$ cat src/rtl/rd_active_vertex_offset_lane_v2.sv
// Per-core active-vertex buffer: FIFOs routed vertex IDs, derives offset/delta BRAM
// read addresses, and defers the iteration-end marker until the buffer has drained.
module rd_active_vertex_offset_lane_v2 #(
  parameter int V_ID_WIDTH        = 32,
  parameter int ITERATION_WIDTH   = 32,
  parameter int V_OFF_AWIDTH      = 14,
  parameter int DELTA_BRAM_AWIDTH = 14,
  parameter int CORE_NUM_WIDTH    = 4,
  parameter int CORE_ID           = 0,
  parameter int FIFO_DEPTH        = 16,
  parameter int PROG_FULL_THRESH  = 12,
  parameter int CNT_W             = $clog2(FIFO_DEPTH) + 1
) (
  input  logic                         clk,
  input  logic                         rst,
  input  logic [V_ID_WIDTH-1:0]        front_active_v_id,
  input  logic                         front_active_v_valid,
  input  logic                         front_iteration_end,
  input  logic                         front_iteration_end_valid,
  input  logic [ITERATION_WIDTH-1:0]   front_iteration_id,
  input  logic                         next_stage_full,
  output logic                         stage_full,
  output logic [V_ID_WIDTH-1:0]        active_v_id,
  output logic                         active_v_id_valid,
  output logic [V_OFF_AWIDTH-1:0]      rd_active_v_offset_addr,
  output logic [DELTA_BRAM_AWIDTH-1:0] rd_active_v_value_addr,
  output logic                         rd_active_v_addr_valid,
  output logic                         iteration_end,
  output logic                         iteration_end_valid,
  output logic [ITERATION_WIDTH-1:0]   iteration_id,
  output logic [CNT_W-1:0]             occupancy,
  output logic                         overflow_err,
  output logic                         misroute_err,
  output logic                         end_overrun_err
);
  localparam int AW = $clog2(FIFO_DEPTH);

  typedef enum logic {IDLE, PENDING} state_t;

  state_t                       state, state_nxt;
  logic [ITERATION_WIDTH-1:0]   pend_id, pend_nxt;
  logic [V_ID_WIDTH-1:0]        mem [FIFO_DEPTH];
  logic [AW-1:0]                wr_ptr, rd_ptr;
  logic [V_ID_WIDTH-1:0]        id_shift;
  logic route_ok, full, pop, wr, end_in, emit, overrun;

  assign route_ok = front_active_v_id[CORE_NUM_WIDTH-1:0] == CORE_NUM_WIDTH'(CORE_ID);
  assign full     = occupancy == CNT_W'(FIFO_DEPTH);
  assign pop      = !next_stage_full && (occupancy != '0);
  // A full FIFO still takes a write when a slot frees up in the same cycle.
  assign wr       = front_active_v_valid && route_ok && (!full || pop);
  assign end_in   = front_iteration_end && front_iteration_end_valid;

  always_comb begin
    state_nxt = state;
    pend_nxt  = pend_id;
    emit      = 1'b0;
    overrun   = 1'b0;
    case (state)
      IDLE: if (end_in) begin
        state_nxt = PENDING;
        pend_nxt  = front_iteration_id;
      end
      PENDING: begin
        // Only release once nothing of this iteration is buffered or in flight.
        emit = (occupancy == '0) && !pop && !wr;
        if (end_in) begin
          pend_nxt = front_iteration_id;
          overrun  = !emit;
        end else if (emit) begin
          state_nxt = IDLE;
        end
      end
      default: state_nxt = IDLE;
    endcase
  end

  always_ff @(posedge clk) begin
    if (wr) mem[wr_ptr] <= front_active_v_id;
  end

  always_ff @(posedge clk or posedge rst) begin
    if (rst) begin
      state             <= IDLE;
      pend_id           <= '0;
      wr_ptr            <= '0;
      rd_ptr            <= '0;
      occupancy         <= '0;
      stage_full        <= 1'b0;
      active_v_id       <= '0;
      active_v_id_valid <= 1'b0;
      iteration_end     <= 1'b0;
      iteration_id      <= '0;
      overflow_err      <= 1'b0;
      misroute_err      <= 1'b0;
      end_overrun_err   <= 1'b0;
    end else begin
      state             <= state_nxt;
      pend_id           <= pend_nxt;
      stage_full        <= occupancy >= CNT_W'(PROG_FULL_THRESH);
      active_v_id_valid <= pop;
      iteration_end     <= emit;
      if (emit) iteration_id <= pend_id;
      if (wr) wr_ptr <= wr_ptr + 1'b1;
      if (pop) begin
        rd_ptr      <= rd_ptr + 1'b1;
        active_v_id <= mem[rd_ptr];
      end
      case ({wr, pop})
        2'b10:   occupancy <= occupancy + 1'b1;
        2'b01:   occupancy <= occupancy - 1'b1;
        default: occupancy <= occupancy;
      endcase
      if (front_active_v_valid && !route_ok) misroute_err <= 1'b1;
      if (front_active_v_valid && route_ok && full && !pop) overflow_err <= 1'b1;
      if (overrun) end_overrun_err <= 1'b1;
    end
  end

  assign id_shift                = active_v_id >> CORE_NUM_WIDTH;
  assign rd_active_v_offset_addr = id_shift[V_OFF_AWIDTH-1:0];
  assign rd_active_v_value_addr  = id_shift[DELTA_BRAM_AWIDTH-1:0];
  assign rd_active_v_addr_valid  = active_v_id_valid;
  assign iteration_end_valid     = iteration_end;
endmodule

$ cat config.mk
export PLATFORM = sky130hd
export DESIGN_NAME = rd_active_vertex_offset_lane_v2
export DESIGN_NICKNAME = d
export VERILOG_FILES = /design/src/rtl/rd_active_vertex_offset_lane_v2.sv
export SDC_FILE = /design/constraint.sdc
export NUM_CORES = 1
export LEC_CHECK = 0
export CORE_MARGIN = 5
export CORE_UTILIZATION = 61
export CTS_BUF_LIST = sky130_fd_sc_hd__clkbuf_4
export CTS_CLUSTER_DIAMETER = 80
export CTS_CLUSTER_SIZE = 12
export DETAILED_ROUTE_END_ITERATION = 10
export PLACE_DENSITY = 0.82
export SYNTH_ARGS = -nofsm -noshare
export SYNTH_HDL_FRONTEND = slang
export SYNTH_SLANG_ARGS = --single-unit
export TNS_END_PERCENT = 10
$ cat constraint.sdc
create_clock -name clk -period 4.9 [get_ports clk]
set_clock_uncertainty 0.2 [all_clocks]
set_input_delay 0.98 -clock clk [delete_from_list [all_inputs] [get_ports clk]]
set_output_delay 0.98 -clock clk [all_outputs]
set_load 0.03 [all_outputs]
==> metrics <==
outcome completed; R2R Path Start occupancy[0]; ys async rst share between 15 and 20%; YS warnings 0; worst hold margin 284 ps; Clock Path Buffers 3; Pins Over Slew Limit 0; die span in y 211 um; CTS root buf clkbuf_4; Routed WL 50.3 mm; final net count 1,397; Fmax 301 MHz; Final Cycle Share 67.7%; share of cells above drive strength 1 30.8%; # IOs 175; Crit. Startpoint front_active_v_id[1]; Max VDD drop 244 uV; Final Hold Fails 0; PostCTS Resize Cnt 0; Synth Flop Type edfxtp_1; DR pass1 iterations 5; GRT overflow 0; initial antenna violation count 1; fin area between 20,000 and 30,000 sq um; vias in the first global route around 12,000; slowest cell on the critical path and2_2; H-tree depth 2; LEAKAGE 0.00924 uW; Max-slew headroom roughly 15%; Worst Setup End Kind register; reg2reg end active_v_id[17]; CP max stage delay 530 ps; DIE AREA approximately 44,000 sq um; syn nets 1,219; Finished Core Util 69.6%; clock-pin slew on the worst setup and hold paths 120 ps; post-route ant nets 0; Setup Crit Path Kind in2reg; RSZ-0062 raised after global routing no; # rows 73; Worst Path Required 5240 ps; fin crit period approximately 3300 ps; drt drc 0; commonest non-fill, non-tap cell in the layout edfxtp_1; post-DP HPWL 32.2 mm; CP startpoint kind input port; core area 39,700 sq um; Max Cap Violations 0; Slew @ Worst Pin 1270 ps; Reg2Reg Depth 6; synthesized area per cell 21.5 sq um; most frequent cells in the layout 512 x edfxtp_1, 174 x clkdlybuf4s50_1, 128 x mux4_2, 113 x dfrtp_1, 106 x clkbuf_4; reg2reg setup slack 1600 ps; pin count of the biggest net entering global routing between 80 and 90; number of synthesized register bits around 630; Skew-Pair Late Insertion Delay about 830 ps; post-CTS setup buffers 0; number of port buffers 174; CP arrival 3660 ps; Post-Synthesis Cells ~1,100; Avg WL per Cell 26.5 um; die width 211 um; gpl congestion 0.805; Seq/Total Area, Yosys ~74%; Mapped Area 24,500 sq um; Tot GR Track Use 22.8%; HP Class reg2reg; CTS Hold Bufs 0; clock tree sinks 628; crit-path cells clkdlybuf4s50_1, nor4_4, and2_1, nand2b_1, nor3b_1, and2_2, buf_12; Final Setup Violations 0; count of cell types in the netlist 44; area grow syn2layout 12.7%; number of synthesized flops with an enable pin 512; CTS tree done; first-pass GRT wire length 76.1 mm; crit-path max FO 18; Critical Path End mem[5][5]; 1st-iter DRT viols around 1,400; dpl cell area 26,800 sq um; Pwr Density 521 nW/um^2; via count 11,800; Sum Neg Setup Slack 0 ps; Vias/cell 6.21; CTS Buf Count 58; Initial Utilization roughly three fifths
## critical path: cells and delay by family
family,cells,cell delay [ps]
and+or+nand+nor,5,1900
buffers and inverters,2,750
## sequential cells by signal, indices dropped and copies added (netlist names)
| register | flops |
|---|---|
| mem | 512 |
| active_v_id | 32 |
| iteration_id | 32 |
| pend_id | 32 |
| occupancy | 5 |
| rd_ptr | 4 |
| wr_ptr | 4 |
| active_v_id_valid | 1 |
| end_overrun_err | 1 |
| iteration_end | 1 |
| misroute_err | 1 |
| overflow_err | 1 |
| stage_full | 1 |
| state | 1 |
## how the worst min path moves through the flow
stage | startpoint | to | slack [ps] | cells past startpoint
final | overflow_err | overflow_err | 280 | 1
after CTS | rst | wr_ptr[2] | 280 | 2
after detailed placement | overflow_err | overflow_err | 260 | 1
after global routing | pend_id[7] | iteration_id[7] | 320 | 1
after global placement | pend_id[7] | iteration_id[7] | 260 | 1
after floorplan | state | state | 260 | 2
## area by class of cell
class	instances	area, sq um
Clock buffer	106	796
Tap cell	525	657
Antenna cell	1	2.50
Timing Repair Buffer	208	2220
Clock inverter	3	20.0
Sequential cell	628	18300
Fill cell	2353	12100
Multi-Input combinational cell	419	5640
Inverter	6	26.3
## cells in the mapped netlist (4+ instances only)
cell type    n  area share, %
a211oi_1    21           0.64
a21oi_1     32           0.65
and2_1      18           0.46
buf_12       4           0.33
buf_2       29           0.59
buf_4       37            1.1
clkbuf_1    12           0.18
dfrtp_1    116             12
edfxtp_1   512             63
ha_1         6           0.31
inv_1        5          0.076
mux2_1       7           0.32
mux2_2      41            1.9
mux2_4      50            3.1
mux4_2     128             12
nand2_1     11           0.17
nor2b_1     21           0.54
o22ai_1     13           0.33
o22ai_2     31            1.6
xnor2_1      9           0.32
## power breakdown
group | switching [uW] | leakage (uW) | internal (uW) | total, uW
Clock | 1560 | 0.000497 | 964 | 2530
Combinational | 2540 | 0.00278 | 2550 | 5090
Sequential | 610 | 0.00595 | 6170 | 6780
Total | 4720 | 0.00924 | 9680 | 14400
## through the flow
step / power, uW / cells / worst slack (ps)
after floorplan: 10500 / 1143 / 648
after global placement: 11900 / 1786 / 866
after detailed placement: 12000 / 1786 / 759
after CTS: 14500 / 1895 / 1460
after global routing: 15100 / 1896 / 1410
final: 14400 / 1896 / 1580
## layer usage
layer	vias up	track usage [%]	wire length, um
li1	4974	-	-
met3	62	4.73	4770
met5	-	0	0
met4	0	5.39	774
met2	571	35.3	24200
met1	6164	34.5	20500
## cells by family (layout without fill, tap and decap cells)
kind of cell | count (synthesis) | in the layout | share of synthesized area [%]
fa+ha+maj | 6 | 6 | 0.306
flops | 628 | 628 | 74.5
simple gates | 71 | 71 | 1.78
compound gates | 105 | 105 | 3.42
mux | 226 | 226 | 17.0
other cells | 0 | 1 | 0
buf+inv | 96 | 323 | 2.65
xor+xnor | 11 | 11 | 0.392
(Power assumes the default switching activity.)
